===== config.mk =====
export PLATFORM = sky130hd
export DESIGN_NAME = dot_product_sequencer
export DESIGN_NICKNAME = d
export VERILOG_FILES = /design/src/rtl/dot_product_sequencer_pkg.sv /design/src/rtl/dot_seq_vector_loader.sv /design/src/rtl/dot_product_sequencer.sv
export SDC_FILE = /design/constraint.sdc
export NUM_CORES = 1
export LEC_CHECK = 0
export CAP_MARGIN = 0
export CORE_MARGIN = 5
export CORE_UTILIZATION = 46
export CTS_BUF_LIST = sky130_fd_sc_hd__clkbuf_8 sky130_fd_sc_hd__clkbuf_16
export CTS_CLUSTER_DIAMETER = 120
export CTS_CLUSTER_SIZE = 25
export DETAILED_ROUTE_END_ITERATION = 7
export PLACE_DENSITY_LB_ADDON = 0.25
export SKIP_CTS_REPAIR_TIMING = 1
export SYNTH_ARGS = -nofsm -noshare
export SYNTH_HDL_FRONTEND = slang
export SYNTH_SLANG_ARGS = --single-unit

===== constraint.sdc =====
create_clock -name Clock -period 1.9 [get_ports Clock]
set_clock_uncertainty 0.05 [all_clocks]
set_input_delay 0.57 -clock Clock [delete_from_list [all_inputs] [get_ports Clock]]
set_output_delay 0.57 -clock Clock [all_outputs]
set_load 0.01 [all_outputs]

===== src/rtl/dot_product_sequencer_pkg.sv =====
// rtl/dot_product_sequencer_pkg.sv - shared state encoding and width helpers for the dot product sequencer
package dot_product_sequencer_pkg;

    typedef logic [1:0] state_t;

    localparam state_t LOAD = 2'd0;
    localparam state_t WAIT = 2'd1;
    localparam state_t OUT  = 2'd2;

    // Has to match the pipeline depth of the attached dotProduct instance.
    localparam int DP_LATENCY_DEFAULT = 2;

    function automatic int dp_res_width(input int a_w, input int b_w, input int extra_w);
        return a_w + b_w + extra_w;
    endfunction

endpackage


===== src/rtl/dot_seq_vector_loader.sv =====
// rtl/dot_seq_vector_loader.sv - element counter and packed A/B operand registers
// Zero-fills the untouched tail of the vectors when a load ends early on last.
module dot_seq_vector_loader
    import dot_product_sequencer_pkg::*;
#(
    parameter int DIM          = 10,
    parameter int A_DATA_WIDTH = 16,
    parameter int B_DATA_WIDTH = 16,
    parameter int CNT_W        = (DIM > 1) ? $clog2(DIM) : 1
) (
    input  logic                      Clock,
    input  logic                      Reset,
    input  logic                      xfer,
    input  logic                      last,
    input  logic [A_DATA_WIDTH-1:0]   elem_a,
    input  logic [B_DATA_WIDTH-1:0]   elem_b,
    output logic [A_DATA_WIDTH*DIM-1:0] vec_a,
    output logic [B_DATA_WIDTH*DIM-1:0] vec_b,
    output logic [CNT_W-1:0]          count,
    output logic                      done
);

    assign done = xfer && (last || (count == CNT_W'(DIM - 1)));

    always_ff @(posedge Clock) begin
        if (Reset) begin
            count <= '0;
            vec_a <= '0;
            vec_b <= '0;
        end else if (xfer) begin
            for (int i = 0; i < DIM; i++) begin
                if (CNT_W'(i) == count) begin
                    vec_a[i*A_DATA_WIDTH +: A_DATA_WIDTH] <= elem_a;
                    vec_b[i*B_DATA_WIDTH +: B_DATA_WIDTH] <= elem_b;
                end else if (last && (CNT_W'(i) > count)) begin
                    vec_a[i*A_DATA_WIDTH +: A_DATA_WIDTH] <= '0;
                    vec_b[i*B_DATA_WIDTH +: B_DATA_WIDTH] <= '0;
                end
            end
            count <= done ? '0 : count + CNT_W'(1);
        end
    end

endmodule


===== src/rtl/dot_product_sequencer.sv =====
// rtl/dot_product_sequencer.sv - streams A/B pairs into dotProduct vectors and returns the result
// Optional DOTSEQ_ZERO_PAD_EN adds InLast for short, zero-padded vectors.
module dot_product_sequencer
    import dot_product_sequencer_pkg::*;
#(
    parameter int DIM             = 10,
    parameter int A_DATA_WIDTH    = 16,
    parameter int B_DATA_WIDTH    = 16,
    parameter int EXTRA_ADD_WIDTH = 4,
    parameter int RES_WIDTH       = dp_res_width(A_DATA_WIDTH, B_DATA_WIDTH, EXTRA_ADD_WIDTH),
    parameter int DP_LATENCY      = DP_LATENCY_DEFAULT
) (
    input  logic                        Clock,
    input  logic                        Reset,
    input  logic                        InValid,
    output logic                        InReady,
    input  logic [A_DATA_WIDTH-1:0]     InA,
    input  logic [B_DATA_WIDTH-1:0]     InB,
`ifdef DOTSEQ_ZERO_PAD_EN
    input  logic                        InLast,
`endif
    output logic [A_DATA_WIDTH*DIM-1:0] VecA,
    output logic [B_DATA_WIDTH*DIM-1:0] VecB,
    input  logic [RES_WIDTH-1:0]        DpResult,
    output logic                        OutValid,
    input  logic                        OutReady,
    output logic [RES_WIDTH-1:0]        OutData,
    output logic                        Busy
);

    localparam int CNT_W = (DIM > 1) ? $clog2(DIM) : 1;

    state_t           state;
    logic [3:0]       wait_cnt;
    logic [CNT_W-1:0] count;
    logic             xfer;
    logic             last;
    logic             load_done;

`ifdef DOTSEQ_ZERO_PAD_EN
    assign last = InLast;
`else
    assign last = 1'b0;
`endif

    assign InReady = (state == LOAD);
    assign xfer    = InValid && InReady;
    assign Busy    = (state != LOAD) || (count != '0);

    dot_seq_vector_loader #(
        .DIM          (DIM),
        .A_DATA_WIDTH (A_DATA_WIDTH),
        .B_DATA_WIDTH (B_DATA_WIDTH),
        .CNT_W        (CNT_W)
    ) u_loader (
        .Clock  (Clock),
        .Reset  (Reset),
        .xfer   (xfer),
        .last   (last),
        .elem_a (InA),
        .elem_b (InB),
        .vec_a  (VecA),
        .vec_b  (VecB),
        .count  (count),
        .done   (load_done)
    );

    // The wait counter spans DP_LATENCY+1 cycles so DpResult has settled before capture.
    always_ff @(posedge Clock) begin
        if (Reset) begin
            state    <= LOAD;
            wait_cnt <= '0;
            OutData  <= '0;
            OutValid <= 1'b0;
        end else begin
            case (state)
                LOAD: begin
                    if (load_done) begin
                        wait_cnt <= 4'(DP_LATENCY);
                        state    <= WAIT;
                    end
                end
                WAIT: begin
                    if (wait_cnt == '0) begin
                        OutData  <= DpResult;
                        OutValid <= 1'b1;
                        state    <= OUT;
                    end else begin
                        wait_cnt <= wait_cnt - 4'd1;
                    end
                end
                OUT: begin
                    if (OutReady) begin
                        OutValid <= 1'b0;
                        state    <= LOAD;
                    end
                end
                default: begin
                    OutValid <= 1'b0;
                    state    <= LOAD;
                end
            endcase
        end
    end

endmodule


# Yosys cells after proc, flatten, opt, wreduce, memory -nomap -nowiden
# Index checks and enable logic that the tools add are counted.
# Widths: inputs -> output; s select.
dict set report word_totals {
  regBits 367
  out_inout_bits 359
}
dict set report op_classes {
  n_addsub 2
  n_eq_ne 16
  mux 11
  n_bitwise 1
  n_reduce_logical 23
}
# op n
set ops {}
lappend ops {{$reduce_and 2->1} 11}
lappend ops {{$eq 3x4->1 const A} 4}
lappend ops {{$mux 4} 3}
lappend ops {{$reduce_and 3->1} 3}
lappend ops {{$eq 2x4->1 const A} 2}
lappend ops {{$eq 4x4->1 const A} 2}
lappend ops {{$logic_not 4->1} 2}
lappend ops {{$pmux 4 s2} 1}
lappend ops {{$mux 2} 3}
lappend ops {{$ne 2x2->1 const B} 3}
lappend ops {{$pmux 2 s3} 1}
lappend ops {{$add 4x1->4 const B} 1}
lappend ops {{$eq 1x4->1 const A} 1}
lappend ops {{$eq 4x4->1 const B} 1}
lappend ops {{$reduce_bool 2->1} 2}
lappend ops {{$reduce_bool 4->1} 1}
lappend ops {{$sub 4x1->4 const B} 1}
lappend ops {{$pmux 1 s3} 1}
lappend ops {{$eq 2x1->1 const B} 1}
lappend ops {{$eq 2x2->1 const B} 1}
lappend ops {{$logic_and 1x1->1} 2}
lappend ops {{$logic_not 2->1} 1}
lappend ops {{$mux 1} 2}
lappend ops {{$ne 2x1->1 const B} 1}
lappend ops {{other kinds (2)} 2}

# Logic depth before layout (Yosys ltp)
# Gate-level depths: netlist (run 1).
dict set report depth {
  word_depth 5
  depth_mapped 8
  ltp_nobuf 6
}

# Modules after synthesis
# A second synthesis (run 1) with hierarchy kept.
dict set report unflattened {
  hier_cells 1385
  hier_area_um2 13269.0
}
# module n_inst cells_each area_each_um2
set modules_own_cells {}
lappend modules_own_cells {dot_seq_vector_loader 1 1174 11496.0}
lappend modules_own_cells {dot_product_sequencer 1 211 1773.0}

# Least setup slack after synthesis (run 1)
# OpenSTA, ideal clock, no wires.
dict set report synth_timing {
  path_kind {input to register}
  start {input Reset}
  end {register u_loader.vec_b[104]}
  arrival_time_ns 1.531
  t_required_ns 1.707
  slack_ns 0.176
  stages 4
  n_path_buf 3
  cell_sequence {clkbuf_1 -> clkbuf_1 -> clkbuf_1 -> a21oi_2}
}
# item line_no
set synth_lines {}
lappend synth_lines {{start: declaration} dot_product_sequencer.sv:14} ;# input logic Reset,
lappend synth_lines {{end signal: indexed assignment} dot_seq_vector_loader.sv:34} ;# vec_b[i*B_DATA_WIDTH +: B_DATA_WIDTH] <= elem_b;
lappend synth_lines {{end: declaration} dot_seq_vector_loader.sv:18} ;# output logic [B_DATA_WIDTH*DIM-1:0] vec_b,
# No word-level cell between the ends.

# Worst setup path after layout (run 1)
dict set report layout_timing {
  start {register u_loader.count[0]}
  end {output Busy}
}
dict set report layout_between {
  elab_chain_len 2
}
# item line_no
set layout_lines {}
lappend layout_lines {{start: declaration} dot_seq_vector_loader.sv:19} ;# output logic [CNT_W-1:0] count,
lappend layout_lines {{start signal: assignment} dot_seq_vector_loader.sv:40} ;# count <= done ? '0 : count + CNT_W'(1);
lappend layout_lines {{$reduce_bool 4->1} dot_product_sequencer.sv:48} ;# assign Busy = (state != LOAD) || (count != '0);
lappend layout_lines {{$logic_or 1x1->1} dot_product_sequencer.sv:48}
lappend layout_lines {{end: declaration} dot_product_sequencer.sv:28} ;# output logic Busy
# Every way passes these cells.

==> results of run 1 <==
power by group through the flow:
stage          Sequential, mW  Combinational, mW  Clock (mW)
6_report                 7.84               1.11        4.27
5_1_grt                  7.85               1.19        4.66
4_1_cts                  7.84               1.13        4.35
3_5_place_dp             8.02               1.13           0
3_3_place_gp             8.01               1.12           0
2_1_floorplan            8.06              0.429           0
path summary, 6_finish.rpt:
check / from / to / slack (ps) / depth (start not counted)
hold / removal: u_loader.vec_a[112] / u_loader.vec_a[112] / 400 / 2
hold reg to reg: u_loader.vec_a[112] / u_loader.vec_a[112] / 400 / 2
setup / recovery: u_loader.count[0] / Busy / -100 / 4
setup reg to reg: wait_cnt[0] / wait_cnt[3] / 150 / 7
cell families after synthesis:
| group | after synthesis |
|---|---|
| compound gates | 367 |
| xor+xnor | 2 |
| fa+ha+maj | 5 |
| buf+inv | 159 |
| flops | 367 |
| mux | 1 |
| simple gates | 766 |
routing by layer:
layer  GRT usage [%]  up-vias  routed length, microns
met2           47.34      477                   23180
met4           8.656        0                    1658
li1                -     6082                       -
met1           31.95     6096                   18350
met5               0        -                       0
met3           9.256      101                    4172
cell type report:
type	count	area, sq um	share of cell area [%]
sequential	367	7350	37.13
timing repair buffer	529	6311	31.89
clock inverter	1	8.758	0.04425
multi-input combinational	1141	5151	26.03
inverter	4	15.01	0.07586
tap	384	480.5	2.428
clock buffer	19	475.5	2.402
worst min-delay path, cell delays in order, from the launching register on:
cell and delay (ps):
dfxtp_1 320, nand2_1 50, a21oi_1 50
stage by stage:
stage	total power [mW]	instances	setup slack (ps)
global route	13.70	2445	-149.7
detailed placement	9.143	2425	-395.3
finish	13.22	2445	-100.5
global placement	9.128	2425	-329.2
floorplan	8.485	1667	176.2
CTS	13.32	2445	-572.1
flip-flops by register name (all words and copies together), names as in the netlist:
name,count
u_loader.count,4
OutValid,1
u_loader.vec_b,160
state,2
OutData,36
wait_cnt,4
u_loader.vec_a,160
cell usage in the layout, fill, tap and decap left out, types with 8 or more instances in the layout:
cell type        netlist  final
buf_12                 0     30
dfxtp_1              367    365
buf_4                 20     69
nor2_1                 9      8
a21oi_2               45     45
nand2_1              719    719
clkdlybuf4s50_1        0     70
dlymetal6s2s_1         0    357
a21oi_1              315    315
clkbuf_16              0     19
==> reports/qor.csv, run 1 <==
stage;metric;value;unit
routing;drc_errors;0;
clock_network;ctsHtreeMaxLevel;1;
job;maxCapViolations;0;
power;power_switching;3.148;mW
timing;tightest_slew;486.3;ps
timing;relSlewSlack;67.48;%
synth;yosys.area.top_type_share;55.45;%
power;powerDensity;667.8;nW/um^2
synth;synth_top_area_cell;dfxtp_1;
status;status;finished with violations;
clock_network;cts-root-buf;clkbuf_16;
status;violations;negative setup slack;
cells_and_area;layout-drive-gt1-share;8.879;%
setup_path;crit_type;flip-flop to output pin;
synth;synth.area.top_cells;dfxtp_1, nand2_1, a21oi_1, a21oi_2, clkbuf_1;
placed_design;place_congestion;0.8291;
synth;syn_inst;1667;
power;p_leak;12.88;nW
cells_and_area;antenna_cells;0;
timing;finalWorstPathRequiredPeriod;2000;ps
cells_and_area;syn_to_final_growth;49.38;%
power;power.internal;10.07;mW
floorplan;io_pins;431;
clock_network;tritoncts;yes;
global_route;overflow;0;
global_route;grt.total_usage;27.31;%
routing;ant_nets;0;
power;ir_worst_vdd;628.8;uV
placed_design;placed_area;18410;sq um
synth;synth-async-reset-ratio;0;%
synth;synth_fa_ha_area_share;0.4722;%
timing;hold_viol_final;0;
power;clkPwrFrac;32.3;%
timing;setup-tns-final;-100.5;ps
clock_network;numCtsBuffers;18;
setup_path;crit_fanout;2;
timing;worst_hold_slack;405.0;ps
synth;ys_types;32;
routing;viasPerCell;5.217;
setup_path;end_kind;output pin;
synth;synth_compound_area_share;15.40;%
floorplan;initial_utilization;46.41;%
setup_path;crit_chain;inv_1, ha_1, nand3_1, buf_2;
setup_path;cpPeakStageDelay;350;ps
floorplan;rows;62;
synth;synth_ff_type;dfxtp_1;
synth;synth-simple-area-share;22.44;%
synth;ys_warn_count;0;
clock_network;cts.sinks;367;
setup_path;slowest_stage;dfxtp_1;
clock_network;clk_latency;520;ps
synth;synth-xor-area-share;0.1322;%
global_route;grt_max_degree;54;
synth;synth_edf_count;0;
synth;synth_area_per_cell;7.948;sq um
synth;synth_nets;1744;
synth;netlist_area;13250;sq um
synth;yosysMostFrequentCell;nand2_1;
global_route;antenna_found_initial;0;
worst_hold_path;holdCritPathClass;flip-flop to flip-flop;
timing;post-route-period-util;105.3;%
setup_path;worst-path-buf-inv;2;
setup_path;critPathTopFamily;flip-flops;
global_route;grt_pass1_wl;71840;microns
setup_path;cp-start-kind;flip-flop;
placed_design;dp.final_hpwl;32940;microns
synth;synth_common_cells;nand2_1, dfxtp_1, a21oi_1;
routing;drt_iter0_drc;1011;
cells_and_area;fin_util;69.33;%
setup_path;critPathRequiredTime;1280;ps
timing;finalSetupViolations;1;
synth;synth_top_family_by_area;simple AND/OR/NAND/NOR gates;
routing;routed_wl;47360;microns
synth;ys_ff_latch;367;
power;p_comb_share;8.4;%
synth;synthMuxAreaShare;0.07555;%
timing;rsz0062_at_grt;true;
power;netSwitchingFraction;23.81;%
timing;setup_slack;-100.5;ps
floorplan;dieArea;32300;sq um
synth;ys_seq_area_share;55.45;%
floorplan;die_width;179.7;microns
global_route;grt_pass1_vias;12350;
cells_and_area;fillers;2250;
setup_path;arrival;1380;ps
routing;num_vias;12760;
cells_and_area;final_cell_area;19790;sq um
power;seqPwrFrac;59.3;%
cells_and_area;layout.nets;2138;
floorplan;dieHeight;179.7;microns
timing;max_freq;499.9;MHz
clock_network;clk_pin_slew_worst_paths;100;ps
placed_design;port_buffers;430;
timing;slew_violations;0;
clock_network;clk_path_buf_depth;3;
routing;wl_per_cell;19.37;microns
routing;drt-pass1-iter-count;5;
floorplan;placeableCoreArea;28550;sq um
No activity file was read; power rests on OpenSTA's default activity.
==> run 2, diff against run 1 <==
--- a/config.mk
+++ b/config.mk
@@ -12,8 +12,11 @@
 export CTS_CLUSTER_DIAMETER = 120
 export CTS_CLUSTER_SIZE = 25
 export DETAILED_ROUTE_END_ITERATION = 7
+export HOLD_SLACK_MARGIN = 0.15
 export PLACE_DENSITY_LB_ADDON = 0.25
+export REMOVE_ABC_BUFFERS = 1
 export SKIP_CTS_REPAIR_TIMING = 1
 export SYNTH_ARGS = -nofsm -noshare
 export SYNTH_HDL_FRONTEND = slang
 export SYNTH_SLANG_ARGS = --single-unit
+export TNS_END_PERCENT = 50
==> run 2 against run 1 <==
  * The run still ends with negative setup slack left
  * Non-clock buffer count shrank 12
  * Worst hold slack lost 1.9 ps
  * Global-route usage grew 0.63 points
  * Die area is the same
  * Wire length grew 2.7%
  * Critical endpoint unchanged
  * Largest cell class unchanged
==> reports/qor.csv, run 2 (synthesis gave the netlist of run 1 again) <==
stage;metric;value;unit;change
status;status;finished with violations;;
status;violations;negative setup slack;;
clock_network;ctsHtreeMaxLevel;1;;unchanged
cells_and_area;syn_to_final_growth;49.61;%;
clock_network;numCtsBuffers;18;;unchanged
routing;routed_wl;48620;microns;+2.7%
routing;wl_per_cell;19.98;microns;+3.2%
setup_path;arrival;1340;ps;-40 ps
setup_path;cpPeakStageDelay;330;ps;-20 ps
setup_path;worst-path-buf-inv;2;;unchanged
cells_and_area;mostFrequentLayoutCell;nand2_1;;
power;ir_worst_vdd;690.6;uV;+9.8%
setup_path;end_kind;output pin;;
global_route;grt_pass1_wl;73030;microns;+1.7%
setup_path;critPathRequiredTime;1280;ps;about the same
setup_path;crit_fanout;2;;unchanged
setup_path;slowest_stage;dfxtp_2;;
floorplan;initial_utilization;46.41;%;unchanged
cells_and_area;layout-drive-gt1-share;8.980;%;+0.10 points
power;powerDensity;664.0;nW/um^2;-0.58%
routing;viasPerCell;5.266;;+0.93%
cells_and_area;seq_area;7352;sq um;about the same
timing;finalSetupViolations;1;;unchanged
routing;drc_errors;0;;unchanged
global_route;grt_pass1_vias;12260;;-0.73%
timing;relSlewSlack;66.30;%;-1.2 points
floorplan;io_pins;431;;unchanged
global_route;antenna_found_initial;0;;unchanged
cells_and_area;fin_util;69.43;%;+0.11 points
floorplan;placeableCoreArea;28550;sq um;unchanged
placed_design;dp.cells;2413;;-0.49%
timing;max_freq;511.1;MHz;+2.2%
global_route;met2_usage;47.07;%;-0.27 points
routing;num_vias;12810;;+0.43%
power;p_leak;12.86;nW;-0.13%
timing;post-route-period-util;103.0;%;-2.3 points
routing;drt_iter0_drc;1058;;+4.6%
cells_and_area;multi_input_area;5169;sq um;+0.34%
timing;finalWorstPathRequiredPeriod;1957;ps;-43.74 ps
setup_path;crit_chain;inv_1, ha_2, nand3_1, buf_2;;
cells_and_area;fin_cells;2433;;-0.49%
clock_network;clk_pin_slew_worst_paths;100;ps;about the same
cells_and_area;final_cell_mix;nand2_1, dfxtp_1, dlymetal6s2s_1;;
global_route;grt_max_degree;53;;-1.9%
placed_design;place_congestion;0.8075;;-2.6%
clock_network;clk_latency;530;ps;about the same
timing;tightest_slew;503.9;ps;+17.61 ps
clock_network;clk_path_buf_depth;3;;unchanged
setup_path;crit_type;flip-flop to output pin;;
timing;slew_violations;0;;unchanged
global_route;overflow;0;;unchanged
placed_design;dp.final_hpwl;33180;microns;+0.72%
cells_and_area;top_regs;u_loader.vec_a: 160 flops, u_loader.vec_b: 160 flops, OutData: 36 flops;;
routing;ant_nets;0;;unchanged
global_route;grt.total_usage;27.94;%;+0.63 points
global_route;use_met3;7.276;%;-2.0 points
cells_and_area;fillers;2235;;-0.67%
placed_design;port_buffers;430;;unchanged
clock_network;cts-root-buf;clkbuf_16;;
global_route;met1_usage;34.73;%;+2.8 points
routing;drt-pass1-iter-count;5;;unchanged
cells_and_area;layout.nets;2126;;-0.56%
global_route;grt_busiest_layer;met2;;
job;maxCapViolations;0;;unchanged
floorplan;dieArea;32300;sq um;unchanged
timing;hold_viol_final;0;;unchanged
floorplan;dieHeight;179.7;microns;unchanged
setup_path;cp-start-kind;flip-flop;;
clock_network;tritoncts;yes;;
timing;rsz0062_at_grt;true;;
setup_path;critPathTopFamily;flip-flops;;
timing;setup_slack;-56.74;ps;+43.74 ps
cells_and_area;antenna_cells;0;;unchanged
floorplan;die_width;179.7;microns;unchanged
placed_design;dp_slack;-415.3;ps;-19.91 ps
floorplan;rows;62;;unchanged
clock_network;cts.sinks;367;;unchanged
worst_hold_path;holdCritPathClass;flip-flop to flip-flop;;
## run 2: where the power goes
group          internal [mW]  leakage [nW]  switching (mW)  total [mW]
clock network           1.81         0.239            2.43        4.23
logic                  0.473          9.66           0.616        1.09
registers               7.79          2.96          0.0522        7.84
## run 2: final cells by class
| class | count | area share, % |
|---|---|---|
| repair buffers | 517 | 31.89 |
| clock buffers | 19 | 2.399 |
| flip-flops and latches | 367 | 37.09 |
| inverters | 4 | 0.07575 |
| well taps | 384 | 2.424 |
| clock inverters | 1 | 0.04419 |
| multi-input cells | 1141 | 26.08 |
## run 2: worst paths after layout
path | from | end | slack (ps) | depth (start not counted)
worst max register to register | u_loader.count[3] | u_loader.vec_b[59] | 150 | 7
worst min register to register | OutData[28] | OutData[28] | 400 | 2
worst max-delay path | u_loader.count[1] | Busy | -60 | 4
worst min-delay path | OutData[28] | OutData[28] | 400 | 2
## run 2: stage by stage
step	setup TNS (ps)	hold WS, ps	instance area [sq um]	power [mW]
5_1_grt	-114.9	391.2	19820	13.62
3_5_place_dp	-112230	395.3	18440	9.116
2_1_floorplan	-43320	399.6	12470	8.256
4_1_cts	-59780	397.0	18920	13.25
6_report	-56.74	403.1	19820	13.16
3_3_place_gp	-97480	391.0	18440	9.099
## run 2: worst register-to-register path, stage by stage (launching register included)
cell and delay (ps):
dfxtp_1 320, buf_4 160, nor3b_4 230, buf_12 180, and3_2 210, buf_4 210
nand2_1 120, a21oi_1 200
## run 2: routing by layer
layer	vias up	part of all wire [%]	routed length, microns
met4	0	3.3	1608
met3	92	8.0	3886
met1	6135	40	19510
li1	6057	-	-
met2	527	49	23620
met5	-	0	0
==> run 3, diff against run 2 <==
--- a/config.mk
+++ b/config.mk
@@ -15,7 +15,6 @@
 export HOLD_SLACK_MARGIN = 0.15
 export PLACE_DENSITY_LB_ADDON = 0.25
 export REMOVE_ABC_BUFFERS = 1
-export SKIP_CTS_REPAIR_TIMING = 1
 export SYNTH_ARGS = -nofsm -noshare
 export SYNTH_HDL_FRONTEND = slang
 export SYNTH_SLANG_ARGS = --single-unit
==> run 3 against run 2 <==
  * The flow now finishes without violations
  * Wire length is 2.7% lower
  * Global-route usage is essentially flat
  * Worst setup slack better by 85 ps
  * Flip-flop and latch count unchanged
  * Sequential power about the same
  * Critical path type unchanged
  * Largest power group unchanged
==> reports/qor.csv, run 3 (synthesis gave the netlist of run 1 again) <==
stage;metric;value;unit;change
placed_design;place_congestion;0.8075;;unchanged
setup_path;critPathTopFamily;flip-flops;;
floorplan;rows;62;;unchanged
routing;viasPerCell;5.217;;-0.93%
timing;post-route-period-util;98.51;%;-4.5 points
timing;tightest_slew;487.4;ps;-16.50 ps
placed_design;dp_slack;-415.3;ps;unchanged
setup_path;crit_fanout;2;;unchanged
global_route;grt.total_usage;27.95;%;about the same
clock_network;numCtsBuffers;18;;unchanged
routing;wl_per_cell;19.42;microns;-2.8%
timing;finalWorstPathRequiredPeriod;1872;ps;-85.15 ps
global_route;antenna_found_initial;0;;unchanged
clock_network;clk_path_buf_depth;3;;unchanged
cells_and_area;mostFrequentLayoutCell;nand2_1;;
power;p_leak;7.998;nW;-38%
timing;worst_hold_slack;403.2;ps;+0.1330 ps
cells_and_area;antenna_cells;0;;unchanged
floorplan;die_width;179.7;microns;unchanged
setup_path;end_kind;output pin;;
routing;drc_errors;0;;unchanged
clock_network;cts.sinks;367;;unchanged
setup_path;r2r-start;u_loader.count[1];;
cells_and_area;top_regs;u_loader.vec_a: 160 flops, u_loader.vec_b: 160 flops, OutData: 36 flops;;
setup_path;arrival;1250;ps;-90 ps
setup_path;cpPeakStageDelay;340;ps;about the same
setup_path;cp-start-kind;flip-flop;;
timing;hold_viol_final;0;;unchanged
routing;drt_iter0_drc;1064;;+0.57%
routing;num_vias;12710;;-0.76%
placed_design;dp.final_hpwl;33180;microns;unchanged
timing;rsz0062_at_grt;true;;
placed_design;port_buffers;430;;unchanged
clock_network;ctsHtreeMaxLevel;1;;unchanged
routing;drt-pass1-iter-count;5;;unchanged
power;ir_worst_vdd;657.1;uV;-4.8%
floorplan;placeableCoreArea;28550;sq um;unchanged
power;powerDensity;708.6;nW/um^2;+6.7%
cells_and_area;layout.nets;2130;;+0.19%
worst_hold_path;holdCritPathClass;flip-flop to flip-flop;;
floorplan;dieArea;32300;sq um;unchanged
routing;ant_nets;0;;unchanged
global_route;grt_pass1_vias;12250;;-0.090%
timing;slew_violations;0;;unchanged
status;status;complete, no violations;;
clock_network;clk_pin_slew_worst_paths;100;ps;about the same
timing;setup_slack;28.40;ps;+85.15 ps
setup_path;crit_type;flip-flop to output pin;;
cells_and_area;syn_to_final_growth;39.88;%;
setup_path;critPathRequiredTime;1280;ps;about the same
timing;setup-tns-final;0;ps;+56.74 ps
cells_and_area;layout-drive-gt1-share;9.303;%;+0.32 points
setup_path;critPathLaunch;u_loader.count[1];;
global_route;overflow;0;;unchanged
timing;finalSetupViolations;0;;-1
floorplan;io_pins;431;;unchanged
floorplan;initial_utilization;46.41;%;unchanged
setup_path;worst-path-buf-inv;2;;unchanged
floorplan;dieHeight;179.7;microns;unchanged
clock_network;clk_latency;530;ps;about the same
setup_path;slowest_stage;dfxtp_2;;
setup_path;crit_chain;inv_2, ha_4, nand3_2, buf_6;;
clock_network;cts-root-buf;clkbuf_16;;
cells_and_area;final_cell_mix;nand2_1, dfxtp_1, dlygate4sd2_1;;
clock_network;tritoncts;yes;;
timing;max_freq;534.3;MHz;+4.5%
global_route;grt_max_degree;53;;unchanged
routing;routed_wl;47320;microns;-2.7%
job;maxCapViolations;0;;unchanged
worst_hold_path;hp-start;OutData[28];;
global_route;grt_pass1_wl;73110;microns;+0.11%
timing;relSlewSlack;67.41;%;+1.1 points
-- run 3: changes by cell type in the layout (fill, tap and decap cells not counted), sizes merged --
cell | previous run | this run
dlygate4sd2 | 0 | 357
dlymetal6s2s | 357 | 0
clkbuf | 20 | 19
buf | 89 | 94
-- run 3: worst paths after layout --
path	cells past startpoint	endpoint	slack (ps)
setup reg to reg	8	u_loader.vec_a[146]	140
hold reg to reg	2	OutData[28]	400
setup / recovery	4	Busy	30
hold / removal	2	OutData[28]	400
-- run 3: what timing repair did --
| item | 4_1_cts | 5_1_grt |
|---|---|---|
| hold buffers | 0 | 0 |
| pin swaps | 0 | 2 |
| setup buffers | 0 | 4 |
| endpoints found under the setup margin | 359 | 39 |
| resized for setup | 366 | 12 |
-- run 3: area by class of cell --
type,instances,area [sq um]
Clock buffer,19,475.5
Clock inverter,1,8.758
Fill cell,2564,10010
Inverter,4,15.01
Multi-Input combinational cell,1141,5184
Sequential cell,367,7352
Tap cell,384,480.5
Timing Repair Buffer,521,5017
-- run 3: layer usage --
metal	global-route usage, %	wire, microns	share of wire (%)	vias up
met3	7.417	4076	8.6	99
met5	0	0	0	-
li1	-	-	-	6073
met4	10.06	1816	3.8	0
met1	34.75	19090	40	5982
met2	46.98	22340	47	559
-- run 3: tightest hold or removal path: stages, from the launching register on --
cell	delay, ps
dfxtp_1	320
nand2_1	50
a21oi_1	50
-- run 3: through the flow --
stage | util (%) | cell area, sq um | std cells | total power [mW]
floorplan | - | 12470 | 1512 | 8.256
global placement | 64.59 | 18440 | 2413 | 9.099
detailed placement | 64.59 | 18440 | 2413 | 9.116
CTS | 64.70 | 18470 | 2433 | 13.18
global route | 64.92 | 18530 | 2437 | 13.59
finish | 64.92 | 18530 | 2437 | 13.13
-- run 3: where the power goes --
part	switching, mW	internal, mW	leakage, nW
clock network	2.43	1.81	0.239
logic	0.617	0.444	4.80
registers	0.0516	7.79	2.96
total	3.10	10.0	8.00
